<file path="config.mk">
export PLATFORM = sky130hd
export DESIGN_NAME = stack_arbiter
export DESIGN_NICKNAME = d
export VERILOG_FILES = /design/src/rtl/stack_arb_pkg.sv /design/src/rtl/stack.sv /design/src/rtl/stack_arbiter.sv
export SDC_FILE = /design/constraint.sdc
export NUM_CORES = 1
export LEC_CHECK = 0
export ABC_AREA = 0
export BUFFER_PORTS_ARGS = -buffer_cell sky130_fd_sc_hd__buf_2
export CAP_MARGIN = 0
export CORE_UTILIZATION = 50
export DETAILED_ROUTE_END_ITERATION = 12
export PLACE_DENSITY_LB_ADDON = 0.08
export SKIP_CTS_REPAIR_TIMING = 1
export SLEW_MARGIN = 0
export SYNTH_ARGS = -nofsm -noshare
export SYNTH_HDL_FRONTEND = slang
export SYNTH_SLANG_ARGS = --single-unit
</file>
<file path="constraint.sdc">
create_clock -name clk -period 3.16 [get_ports clk]
set_input_delay 0.316 -clock clk [delete_from_list [all_inputs] [get_ports clk]]
set_output_delay 0.316 -clock clk [all_outputs]
set_load 0.01 [all_outputs]
</file>
<file path="src/rtl/stack_arb_pkg.sv">
// Shared constants and types for the two-requester stack arbiter and its LIFO.
package stack_arb_pkg;

  localparam int DATA_W_DEF = 4;
  localparam int DEPTH_DEF  = 8;

  localparam logic OP_PUSH = 1'b1;
  localparam logic OP_POP  = 1'b0;

  typedef enum logic [1:0] {
    ST_IDLE  = 2'd0,
    ST_ISSUE = 2'd1,
    ST_RESP  = 2'd2
  } arb_state_e;

  // Latched copy of the granted transaction.
  typedef struct packed {
    logic id;
    logic op;
  } txn_t;

  function automatic int addr_w(input int depth);
    return (depth > 1) ? $clog2(depth) : 1;
  endfunction

endpackage

</file>
<file path="src/rtl/stack.sv">
// DEPTH x DATA_W LIFO; pop loads the top entry into a registered output.
module stack
  import stack_arb_pkg::*;
#(
  parameter int DATA_W = DATA_W_DEF,
  parameter int DEPTH  = DEPTH_DEF
) (
  input  logic              clk,
  input  logic              rst,
  input  logic              push_i,
  input  logic              pop_i,
  input  logic [DATA_W-1:0] din_i,
  output logic [DATA_W-1:0] dout_o,
  output logic              full_o,
  output logic              empty_o
);

  localparam int AW = addr_w(DEPTH);
  localparam int CW = $clog2(DEPTH + 1);

  logic [CW-1:0]                 cnt_q, cnt_d;
  logic [DATA_W-1:0]             dout_q, dout_d;
  logic [DEPTH-1:0][DATA_W-1:0]  mem_q;
  logic [CW-1:0]                 top;
  logic                          do_push, do_pop;

  assign full_o  = (cnt_q == CW'(DEPTH));
  assign empty_o = (cnt_q == '0);
  assign dout_o  = dout_q;
  assign top     = cnt_q - CW'(1);

  // Push wins if a caller ever drives both; the arbiter never does.
  assign do_push = push_i && !full_o;
  assign do_pop  = pop_i && !push_i && !empty_o;

  always_comb begin
    cnt_d  = cnt_q;
    dout_d = dout_q;
    if (do_push) begin
      cnt_d = cnt_q + CW'(1);
    end else if (do_pop) begin
      cnt_d  = top;
      dout_d = mem_q[AW'(top)];
    end
  end

  always_ff @(posedge clk or posedge rst) begin
    if (rst) begin
      cnt_q  <= '0;
      dout_q <= '0;
    end else begin
      cnt_q  <= cnt_d;
      dout_q <= dout_d;
    end
  end

  always_ff @(posedge clk) begin
    if (do_push) mem_q[AW'(cnt_q)] <= din_i;
  end

endmodule

</file>
<file path="src/rtl/stack_arbiter.sv">
// Round-robin arbiter granting two requesters single push/pop transactions on a shared LIFO.
module stack_arbiter
  import stack_arb_pkg::*;
#(
  parameter int DATA_W = DATA_W_DEF,
  parameter int DEPTH  = DEPTH_DEF
) (
  input  logic              clk,
  input  logic              rstN,
  input  logic              req0,
  input  logic              req1,
  input  logic              op0,
  input  logic              op1,
  input  logic [DATA_W-1:0] din0,
  input  logic [DATA_W-1:0] din1,
  output logic              ack0,
  output logic              ack1,
  output logic              err,
  output logic [DATA_W-1:0] dout,
  output logic              gnt_id,
  output logic              full,
  output logic              empty
);

  arb_state_e        state_q, state_d;
  txn_t              txn_q, txn_d;
  logic [DATA_W-1:0] din_q, din_d;
  logic              ptr_q, ptr_d;
  logic              rej_q, rej_d;
  logic              ack0_q, ack0_d;
  logic              ack1_q, ack1_d;
  logic              err_q, err_d;
  logic [DATA_W-1:0] dout_q, dout_d;
  logic              stk_push, stk_pop;
  logic [DATA_W-1:0] stk_dout;

  stack #(
    .DATA_W (DATA_W),
    .DEPTH  (DEPTH)
  ) u_stack (
    .clk     (clk),
    .rst     (rstN),
    .push_i  (stk_push),
    .pop_i   (stk_pop),
    .din_i   (din_q),
    .dout_o  (stk_dout),
    .full_o  (full),
    .empty_o (empty)
  );

  always_comb begin
    state_d  = state_q;
    txn_d    = txn_q;
    din_d    = din_q;
    ptr_d    = ptr_q;
    rej_d    = rej_q;
    ack0_d   = 1'b0;
    ack1_d   = 1'b0;
    err_d    = 1'b0;
    dout_d   = dout_q;
    stk_push = 1'b0;
    stk_pop  = 1'b0;
    unique case (state_q)
      ST_IDLE: begin
        if (req0 || req1) begin
          // Pointer only breaks ties; it toggles on every grant.
          txn_d.id = (req0 && req1) ? ptr_q : req1;
          txn_d.op = txn_d.id ? op1 : op0;
          din_d    = txn_d.id ? din1 : din0;
          ptr_d    = ~ptr_q;
          state_d  = ST_ISSUE;
        end
      end
      ST_ISSUE: begin
        if (txn_q.op == OP_PUSH) stk_push = !full;
        else                     stk_pop  = !empty;
        rej_d   = !(stk_push || stk_pop);
        state_d = ST_RESP;
      end
      ST_RESP: begin
        ack0_d = !txn_q.id;
        ack1_d = txn_q.id;
        err_d  = rej_q;
        if (!rej_q && txn_q.op == OP_POP) dout_d = stk_dout;
        state_d = ST_IDLE;
      end
      default: state_d = ST_IDLE;
    endcase
  end

  always_ff @(posedge clk or posedge rstN) begin
    if (rstN) begin
      state_q <= ST_IDLE;
      txn_q   <= '0;
      din_q   <= '0;
      ptr_q   <= 1'b0;
      rej_q   <= 1'b0;
      ack0_q  <= 1'b0;
      ack1_q  <= 1'b0;
      err_q   <= 1'b0;
      dout_q  <= '0;
    end else begin
      state_q <= state_d;
      txn_q   <= txn_d;
      din_q   <= din_d;
      ptr_q   <= ptr_d;
      rej_q   <= rej_d;
      ack0_q  <= ack0_d;
      ack1_q  <= ack1_d;
      err_q   <= err_d;
      dout_q  <= dout_d;
    end
  end

  assign ack0   = ack0_q;
  assign ack1   = ack1_q;
  assign err    = err_q;
  assign dout   = dout_q;
  assign gnt_id = txn_q.id;

endmodule

</file>
==> results.py, run 1 <==
metrics = {
    "outcome": {
        "outcome": "completed",
    },
    "worst_setup_path": {
        "crit_required_ns": 3.41,
        "cp.arrival_ns": 2.57,
        "start_kind": "flop",
        "worstSetupEndpointType": "flop",
        "path_class": "reg -> reg",
        "cp_cell_sequence": "inv_1 > ha_1 > buf_4 > mux2i_1 > a22o_1 > o31ai_2",
        "cp_max_fo": 13,
        "cp_slowest_cell": "ha_1",
        "slowest_delay_ns": 0.74,
    },
    "cells_and_area": {
        "final_nets": 220,
        "syn2layout_area_growth_pct": 14.6,
        "fillers": 405,
        "insertedDiodeCount": 0,
        "final_util": 0.592,
        "drive_gt1_frac": 0.254,
    },
    "clock_network": {
        "cts_tree": "yes",
        "cts_sinks": 57,
        "cts_made_buffers": 9,
        "cts_buffer_depth": 2,
        "cts_max_level": 3,
        "clk_pin_slew_ns": 0.07,
        "cts-root-buf": "clkbuf_8",
        "clk_latency_ns": 0.33,
    },
    "global_routing": {
        "grt_usage": 0.207,
        "antenna_found_initial": 0,
        "grt-ovfl-total": 0,
        "grt_max_degree": 26,
        "grt_pass1_vias": 1412,
        "grt_pass1_wl_um": 7430,
    },
    "sta": {
        "maxSlewHeadroom": 0.357,
        "hold_viol": 0,
        "tightest_slew_ns": 0.964,
        "fmax_mhz": 430,
        "fin_setup_tns_ns": 0,
        "skew_ns": 0.00950,
        "final-setup-viol-count": 0,
        "maxSlewViolCount": 0,
        "fin_crit_sh": 0.737,
        "rsz0062_at_grt": "false",
        "min_period_ns": 2.33,
        "setup_ws_ns": 0.832,
    },
    "floorplan": {
        "coreArea_mm2": 0.00472,
        "dieArea_mm2": 0.00517,
        "row_count": 25,
        "start_util": 0.517,
        "die_w_um": 71.9,
        "die_y_um": 71.9,
        "ioPinCount": 24,
    },
    "logic_synthesis": {
        "avgSynthCellArea_um2": 14.1,
        "netlist_area_mm2": 0.00244,
        "synth_cells": 173,
        "post-synth-top-area-cell": "edfxtp_1",
        "yosysMostFrequentCell": "edfxtp_1",
        "ys_top_cells_by_area": "edfxtp_1, dfrtp_1, mux2i_1",
        "synth_edf_count": 32,
        "syn_nets": 189,
        "ys_seq_area_frac": 0.650,
        "synth.top_cells.by_count": "edfxtp_1, dfrtp_1, mux2i_1",
        "async_flop_share": 0.439,
        "yosysUniqueCellTypes": 36,
        "synth-warning-count": 0,
        "ys_ff_latch": 57,
        "synth_top_area_frac": 0.394,
        "synth_top_flop_cell": "edfxtp_1",
    },
    "route": {
        "routedWlPerCell_um": 17.1,
        "route.antenna.remaining_nets": 0,
        "via_per_inst": 5.39,
        "drc": 0,
        "vias": 1489,
        "drtIter0Drc": 80,
        "routed_wl_um": 4720,
        "first_pass_iters": 4,
    },
    "placed_design": {
        "pre_cts_ws_ns": 0.856,
        "port_buffers": 23,
        "finalWeightedCongestion": 0.834,
        "dpl.hpwl_um": 3290,
    },
    "run": {
        "max-cap-violations": 0,
    },
    "pwr": {
        "power.density_mw_per_mm2": 1070,
        "p_leak_nw": 1.19,
        "vdd_drop_max_mv": 0.492,
    },
    "worst_hold_path": {
        "hold_path.class": "in -> async",
    },
}
==> per-stage QoR <==
stage	hold WS [ns]	power (mW)	area, µm²	std cells
3_3_place_gp	0.440	2.32	2610	260
2_1_floorplan	0.343	2.08	2440	173
5_1_grt	0.268	3.18	2800	276
4_1_cts	0.221	3.03	2800	276
6_report	0.196	3.00	2800	276
3_5_place_dp	0.457	2.37	2610	260
==> flip-flops by register name, summed over array words and instances, names as in the netlist <==
| name | cells |
|---|---|
| u_stack.mem_q | 32 |
| din_q | 4 |
| dout | 4 |
| u_stack.cnt_q | 4 |
| u_stack.dout_o | 4 |
| state_q | 2 |
| ack0 | 1 |
| ack1 | 1 |
| err | 1 |
| gnt_id | 1 |
| ptr_q | 1 |
| rej_q | 1 |
| txn_q | 1 |
==> cells by family after synthesis <==
kind of cell               Yosys count  synth area share
DFF                                 57             0.650
buffers and inverters               12            0.0297
xor gates and xnor gates             3            0.0138
and+or+nand+nor                     45            0.0974
AOI/OAI and AO/OA                   28            0.0902
muxes                               26             0.109
adders and majority gates            2            0.0102
==> power breakdown <==
| group | switching, mW | internal [mW] |
|---|---|---|
| sequential | 0.218 | 1.04 |
| clock | 0.269 | 0.379 |
| combinational | 0.595 | 0.501 |
| total | 1.08 | 1.92 |
==> area by class of cell <==
type,count,area [µm²],area share
Timing Repair Buffer,25,130,0.0465
Multi-Input combinational cell,104,782,0.280
Sequential cell,57,1590,0.567
Clock buffer,12,145,0.0519
Clock inverter,4,42.5,0.0152
Tap cell,67,83.8,0.0300
Inverter,7,26.3,0.00940
==> worst paths after layout <==
kind | startpoint | to | slack (ns) | cells past startpoint
max | u_stack.cnt_q[0]$_DFFE_PP0P_ | u_stack.dout_o[2]$_DFFE_PP0P_ | 0.83 | 6
min | rstN | u_stack.dout_o[2]$_DFFE_PP0P_ | 0.20 | 2
max reg2reg | u_stack.cnt_q[0]$_DFFE_PP0P_ | u_stack.dout_o[2]$_DFFE_PP0P_ | 0.83 | 6
min reg2reg | gnt_id$_DFFE_PP0P_ | ack0$_DFF_PP0_ | 0.46 | 1
max in group asynchronous | rstN | din_q[0]$_DFFE_PP0P_ | 2.37 | 2
min in group clk | din1[1] | din_q[1]$_DFFE_PP0P_ | 0.28 | 3
==> cells in the final DEF (no fill, tap or decap), types with 2 or more instances in the layout <==
cell and n:
nor3_1 6, ha_1 2, mux2i_1 22, o31ai_2 4
nor2_1 16, o21ai_0 2, dfrtp_1 25, clkbuf_8 10
buf_4 2, a21oi_1 8, a22o_1 8, buf_2 23
inv_1 7, nand2_1 10, clkinv_1 2, edfxtp_1 32
clkbuf_1 2, nor2b_1 2, and2_4 2, mux2_2 4
==> critical path: cells and delay by family (launching register included) <==
family,cells,cell delay (ns)
mux,1,0.08
compound gates,2,0.46
fa+ha+maj,1,0.74
flops,1,0.49
buf+inv,2,0.46
==> layer usage <==
metal,vias to the layer above,track usage,share of wire
met5,-,0,0
met4,0,0.0784,0.010
met3,4,0.0717,0.048
met2,42,0.303,0.50
met1,743,0.286,0.45
li1,700,-,-
(Power assumes the default switching activity.)
==> run 2: changes to the inputs <==
clock period = 1.9 ns   (was 3.16 ns; I/O delays follow)
==> run 2 against run 1 <==
  * Setup slack lost 0.66 ns
  * First-iteration DRC count shrank 43%
  * Via count shrank 2.5%
  * Highest routed layer unchanged
==> results.py, run 2 (synthesis gave the netlist of run 1 again) <==
metrics = {
    "global_routing": {
        "grt_usage": 0.201,
        "grt_util_met2": 0.325,
        "grt_pass1_vias": 1577,
        "grt_use_met1": 0.257,
        "met3_usage": 0.0464,
        "grt_pass1_wl_um": 7440,
        "busiest_layer": "met2",
        "grt_max_degree": 26,
        "antenna_found_initial": 0,
        "grt-ovfl-total": 0,
    },
    "worst_hold_path": {
        "hold_start": "din1[2]",
        "hold_path.class": "in -> reg",
    },
    "clock_network": {
        "cts_tree": "yes",
        "cts_buffer_depth": 2,
        "cts_sinks": 57,
        "cts_made_buffers": 9,
        "clk_latency_ns": 0.32,
        "cts-root-buf": "clkbuf_8",
        "clk_pin_slew_ns": 0.06,
        "cts_max_level": 3,
    },
    "sta": {
        "rsz0062_at_grt": "false",
        "min_period_ns": 1.73,
        "skew_ns": 0.00500,
        "fmax_mhz": 578,
        "maxSlewViolCount": 0,
        "tightest_slew_ns": 0.391,
        "final-setup-viol-count": 0,
        "fin_crit_sh": 0.911,
        "maxSlewHeadroom": 0.736,
        "hold_viol": 0,
        "fin_setup_tns_ns": 0,
        "setup_ws_ns": 0.168,
    },
    "placed_design": {
        "finalWeightedCongestion": 0.804,
        "dpl.hpwl_um": 3330,
        "port_buffers": 23,
        "pre_cts_ws_ns": 0.0820,
    },
    "cells_and_area": {
        "insertedDiodeCount": 0,
        "final_common_cell": "edfxtp_1",
        "final_cell_mix": "edfxtp_1, dfrtp_1, buf_2, mux2i_1, nor2_1",
        "max_flop_register": "u_stack.mem_q",
        "syn2layout_area_growth_pct": 17.8,
        "multiInputGateArea_um2": 787,
        "drive_gt1_frac": 0.284,
        "largest_reg_flops": 32,
        "final_util": 0.609,
        "final_nets": 229,
        "fillers": 390,
        "seq_area_mm2": 0.00159,
    },
    "outcome": {
        "outcome": "completed",
    },
    "worst_setup_path": {
        "cp_slowest_cell": "dfrtp_1",
        "crit_buf_inv": 2,
        "startpoint": "u_stack.cnt_q[1]$_DFFE_PP0P_",
        "cp.arrival_ns": 1.54,
        "cp_max_fo": 4,
        "critPathTopFamily": "flip-flops",
        "crit_required_ns": 1.71,
        "path_class": "reg -> out",
        "r2r-start": "u_stack.cnt_q[1]$_DFFE_PP0P_",
        "cp_cell_sequence": "inv_1 > ha_1 > nor3b_2 > buf_2",
        "worstSetupEndpointType": "output pin",
        "start_kind": "flop",
        "slowest_delay_ns": 0.38,
    },
    "pwr": {
        "p_leak_nw": 1.23,
        "p_total_mw": 5.06,
        "power.density_mw_per_mm2": 1760,
        "vdd_drop_max_mv": 0.899,
    },
    "route": {
        "drtIter0Drc": 46,
        "routed_wl_um": 4520,
        "drc": 0,
        "first_pass_iters": 4,
        "route.antenna.remaining_nets": 0,
        "via_per_inst": 5.09,
        "routedWlPerCell_um": 15.9,
        "vias": 1452,
    },
    "floorplan": {
        "die_w_um": 71.9,
        "start_util": 0.517,
        "row_count": 25,
        "coreArea_mm2": 0.00472,
        "dieArea_mm2": 0.00517,
        "die_y_um": 71.9,
        "ioPinCount": 24,
    },
    "run": {
        "max-cap-violations": 0,
    },
}
-- run 2: cell types whose count changed in the layout (fill, tap and decap cells not counted), sizes merged --
cell / before / now
buf: 25 / 33
dlygate4sd3: 0 / 1
-- run 2: final cells by class --
| class | instances | area share |
|---|---|---|
| clock buffer | 12 | 0.0470 |
| clock inverter | 4 | 0.0152 |
| inverter | 7 | 0.00914 |
| multi-input combinational | 104 | 0.274 |
| sequential | 57 | 0.552 |
| tap | 67 | 0.0292 |
| timing repair buffer | 34 | 0.0740 |
-- run 2: final timing paths --
kind / endpoint / slack (ns) / depth (start not counted)
max: empty / 0.17 / 4
min: din_q[2]$_DFFE_PP0P_ / 0.16 / 3
max reg2reg: u_stack.mem_q[15]$_DFFE_PP_ / 0.17 / 6
min reg2reg: ack0$_DFF_PP0_ / 0.44 / 1
max in group asynchronous: state_q[1]$_DFFE_PP0P_ / 1.20 / 4
min in group asynchronous: ack0$_DFF_PP0_ / 0.46 / 4
-- run 2: power breakdown --
part	switching [mW]	leakage, nW	internal, mW	total, mW
clock network	0.435	0.0918	0.598	1.03
logic	1.05	0.552	0.947	2.00
registers	0.296	0.591	1.73	2.03
-- run 2: metal layers --
metal	wire length, µm	share of wire
met1	2050	0.45
met2	2290	0.51
met3	132	0.029
met5	0	0
met4	55	0.012
-- run 2: metrics by stage --
| stage | hold WS (ns) | instance area, µm² | instances |
|---|---|---|---|
| 2_1_floorplan | 0.217 | 2440 | 173 |
| 3_3_place_gp | 0.242 | 2680 | 268 |
| 3_5_place_dp | 0.255 | 2680 | 268 |
| 4_1_cts | -0.0948 | 2860 | 284 |
| 5_1_grt | 0.195 | 2880 | 285 |
| 6_report | 0.163 | 2880 | 285 |
-- run 2: worst min-delay path: cells and delay by family --
kind,cells,cell delay (ns)
buffers and inverters,1,0.08
AO/OA/AOI/OAI,1,0.13
multiplexers,1,0.05
==> run 3: changes to the inputs <==
SYNTH_HIERARCHICAL = 1   (was not set)
==> run 3 against run 2 <==
  * Clock skew up 0.0036 ns
  * Synthesized area up 4.0%
  * Worst hold slack worse by 0.0031 ns
  * Die area up 3.9%
  * Via count up 8.9%
  * Final area up 5.6%
  * Sequential power down 2%
==> results.py, run 3 <==
metrics = {
    "outcome": {
        "outcome": "completed",
    },
    "cells_and_area": {
        "largest_reg_flops": 32,
        "fin_area_mm2": 0.00304,
        "final_common_cell": "edfxtp_1",
        "insertedDiodeCount": 0,
        "fillers": 396,
        "final_nets": 241,
        "final_cell_mix": "edfxtp_1, dfrtp_1, buf_2, mux2i_1, buf_4",
        "final_util": 0.630,
        "drive_gt1_frac": 0.378,
        "syn2layout_area_growth_pct": 19.6,
        "max_flop_register": "u_stack/mem_q",
    },
    "sta": {
        "fmax_mhz": 537,
        "min_period_ns": 1.86,
        "fin_setup_tns_ns": 0,
        "setup_ws_ns": 0.0368,
        "maxSlewViolCount": 0,
        "hold_viol": 0,
        "maxSlewHeadroom": 0.584,
        "final-setup-viol-count": 0,
        "tightest_slew_ns": 0.624,
        "skew_ns": 0.00861,
        "fin_crit_sh": 0.981,
        "rsz0062_at_grt": "true",
    },
    "run": {
        "max-cap-violations": 0,
    },
    "logic_synthesis": {
        "synth_edf_count": 32,
        "synth_top_area_frac": 0.379,
        "synth_cells": 186,
        "synth-warning-count": 6,
        "avgSynthCellArea_um2": 13.6,
        "netlist_area_mm2": 0.00254,
        "post-synth-top-area-cell": "edfxtp_1",
        "syn_nets": 202,
        "synth.top_cells.by_count": "edfxtp_1, dfrtp_1, mux2i_1",
        "ys_top_cells_by_area": "edfxtp_1, dfrtp_1, mux2i_1",
        "yosysMostFrequentCell": "edfxtp_1",
        "ys_ff_latch": 57,
        "async_flop_share": 0.439,
        "synth_top_flop_cell": "edfxtp_1",
        "ys_seq_area_frac": 0.625,
        "yosysUniqueCellTypes": 34,
    },
    "worst_setup_path": {
        "r2r_slack_ns": 0.04,
        "critPathTopFamily": "simple AND/OR/NAND/NOR gates",
        "path_class": "reg -> reg",
        "cp.arrival_ns": 1.87,
        "crit_required_ns": 1.91,
        "cp_cell_sequence": "inv_4 > ha_4 > nand2_4 > nor2_4 > nor3b_4 > nand3b_1 > buf_6 > nor3_4",
        "cp_slowest_cell": "dfrtp_1",
        "crit_buf_inv": 2,
        "start_kind": "flop",
        "worstSetupEndpointType": "flop",
        "cp_max_fo": 7,
        "slowest_delay_ns": 0.39,
    },
    "placed_design": {
        "placed_area_mm2": 0.00282,
        "port_buffers": 23,
        "pre_cts_ws_ns": -0.138,
        "finalWeightedCongestion": 0.767,
        "dpl.hpwl_um": 3500,
    },
    "clock_network": {
        "cts_tree": "yes",
        "cts_buffer_depth": 2,
        "cts_max_level": 3,
        "cts_sinks": 57,
        "clk_pin_slew_ns": 0.06,
        "clk_latency_ns": 0.33,
        "cts_made_buffers": 9,
        "cts-root-buf": "clkbuf_8",
    },
    "route": {
        "route.antenna.remaining_nets": 0,
        "first_pass_iters": 4,
        "routed_wl_um": 4760,
        "drtIter0Drc": 95,
        "vias": 1581,
        "drc": 0,
        "routedWlPerCell_um": 16.0,
        "via_per_inst": 5.32,
    },
    "global_routing": {
        "grt_usage": 0.214,
        "grt-ovfl-total": 0,
        "grt_pass1_wl_um": 7910,
        "antenna_found_initial": 0,
        "grt_max_degree": 19,
        "grt_pass1_vias": 1559,
    },
    "floorplan": {
        "die_w_um": 73.3,
        "row_count": 25,
        "die_y_um": 73.3,
        "dieArea_mm2": 0.00537,
        "ioPinCount": 24,
        "start_util": 0.527,
        "coreArea_mm2": 0.00482,
    },
    "pwr": {
        "vdd_drop_max_mv": 0.899,
        "power.density_mw_per_mm2": 1690,
        "p_total_mw": 5.14,
        "p_leak_nw": 1.23,
    },
    "worst_hold_path": {
        "hold_path.class": "in -> reg",
    },
}
run 3: worst paths after layout:
| path | start | end | depth (start not counted) |
|---|---|---|---|
| worst max register to register | u_stack/cnt_q[1]$_DFFE_PP0P_ | u_stack/mem_q[5]$_DFFE_PP_ | 8 |
| worst max-delay path | u_stack/cnt_q[1]$_DFFE_PP0P_ | u_stack/mem_q[5]$_DFFE_PP_ | 8 |
| min in group asynchronous | rstN | u_stack/cnt_q[2]$_DFFE_PP0P_ | 3 |
| worst min-delay path | din0[3] | din_q[3]$_DFFE_PP0P_ | 3 |
| max in group asynchronous | rstN | ack1$_DFF_PP0_ | 3 |
| worst min register to register | gnt_id$_DFFE_PP0P_ | ack0$_DFF_PP0_ | 1 |
run 3: layer usage:
layer  up-vias  wire, µm  track usage
met5         -         0            0
met4         0       114        0.131
met3        11       133       0.0535
met2        36      2370        0.322
met1       772      2140        0.280
li1        762         -            -
run 3: layout make-up:
type | instances | area, µm² | area share
inverters | 8 | 35.0 | 0.0115
well taps | 67 | 83.8 | 0.0276
clock buffers | 12 | 145 | 0.0478
multi-input cells | 113 | 946 | 0.311
repair buffers | 36 | 219 | 0.0721
clock inverters | 4 | 20.0 | 0.00659
flip-flops and latches | 57 | 1590 | 0.523
run 3: worst reg2reg max path, delay by kind of cell, from the launching register on:
kind	cells	cell delay, ns
adders and majority gates	1	0.17
and+or+nand+nor	5	0.76
DFF	1	0.39
buffers and inverters	2	0.21
run 3: logic make-up after synthesis:
logic type / Yosys count / synth area share
DFF: 57 / 0.625
and+or+nand+nor: 50 / 0.102
AOI/OAI and AO/OA: 35 / 0.114
muxes: 22 / 0.0892
buffers and inverters: 16 / 0.0399
xor gates and xnor gates: 4 / 0.0197
adders and majority gates: 2 / 0.00986
run 3: power by group:
part           switching [mW]  total, mW  internal, mW
Clock                   0.439      0.938         0.499
Combinational            1.20       2.22          1.02
Sequential              0.273       1.99          1.71
Total                    1.91       5.14          3.23
run 3: through the flow:
stage,cells,hold slack [ns]
2_1_floorplan,186,0.00559
3_3_place_gp,277,0.150
3_5_place_dp,277,0.169
4_1_cts,293,-0.200
5_1_grt,297,0.147
6_report,297,0.160
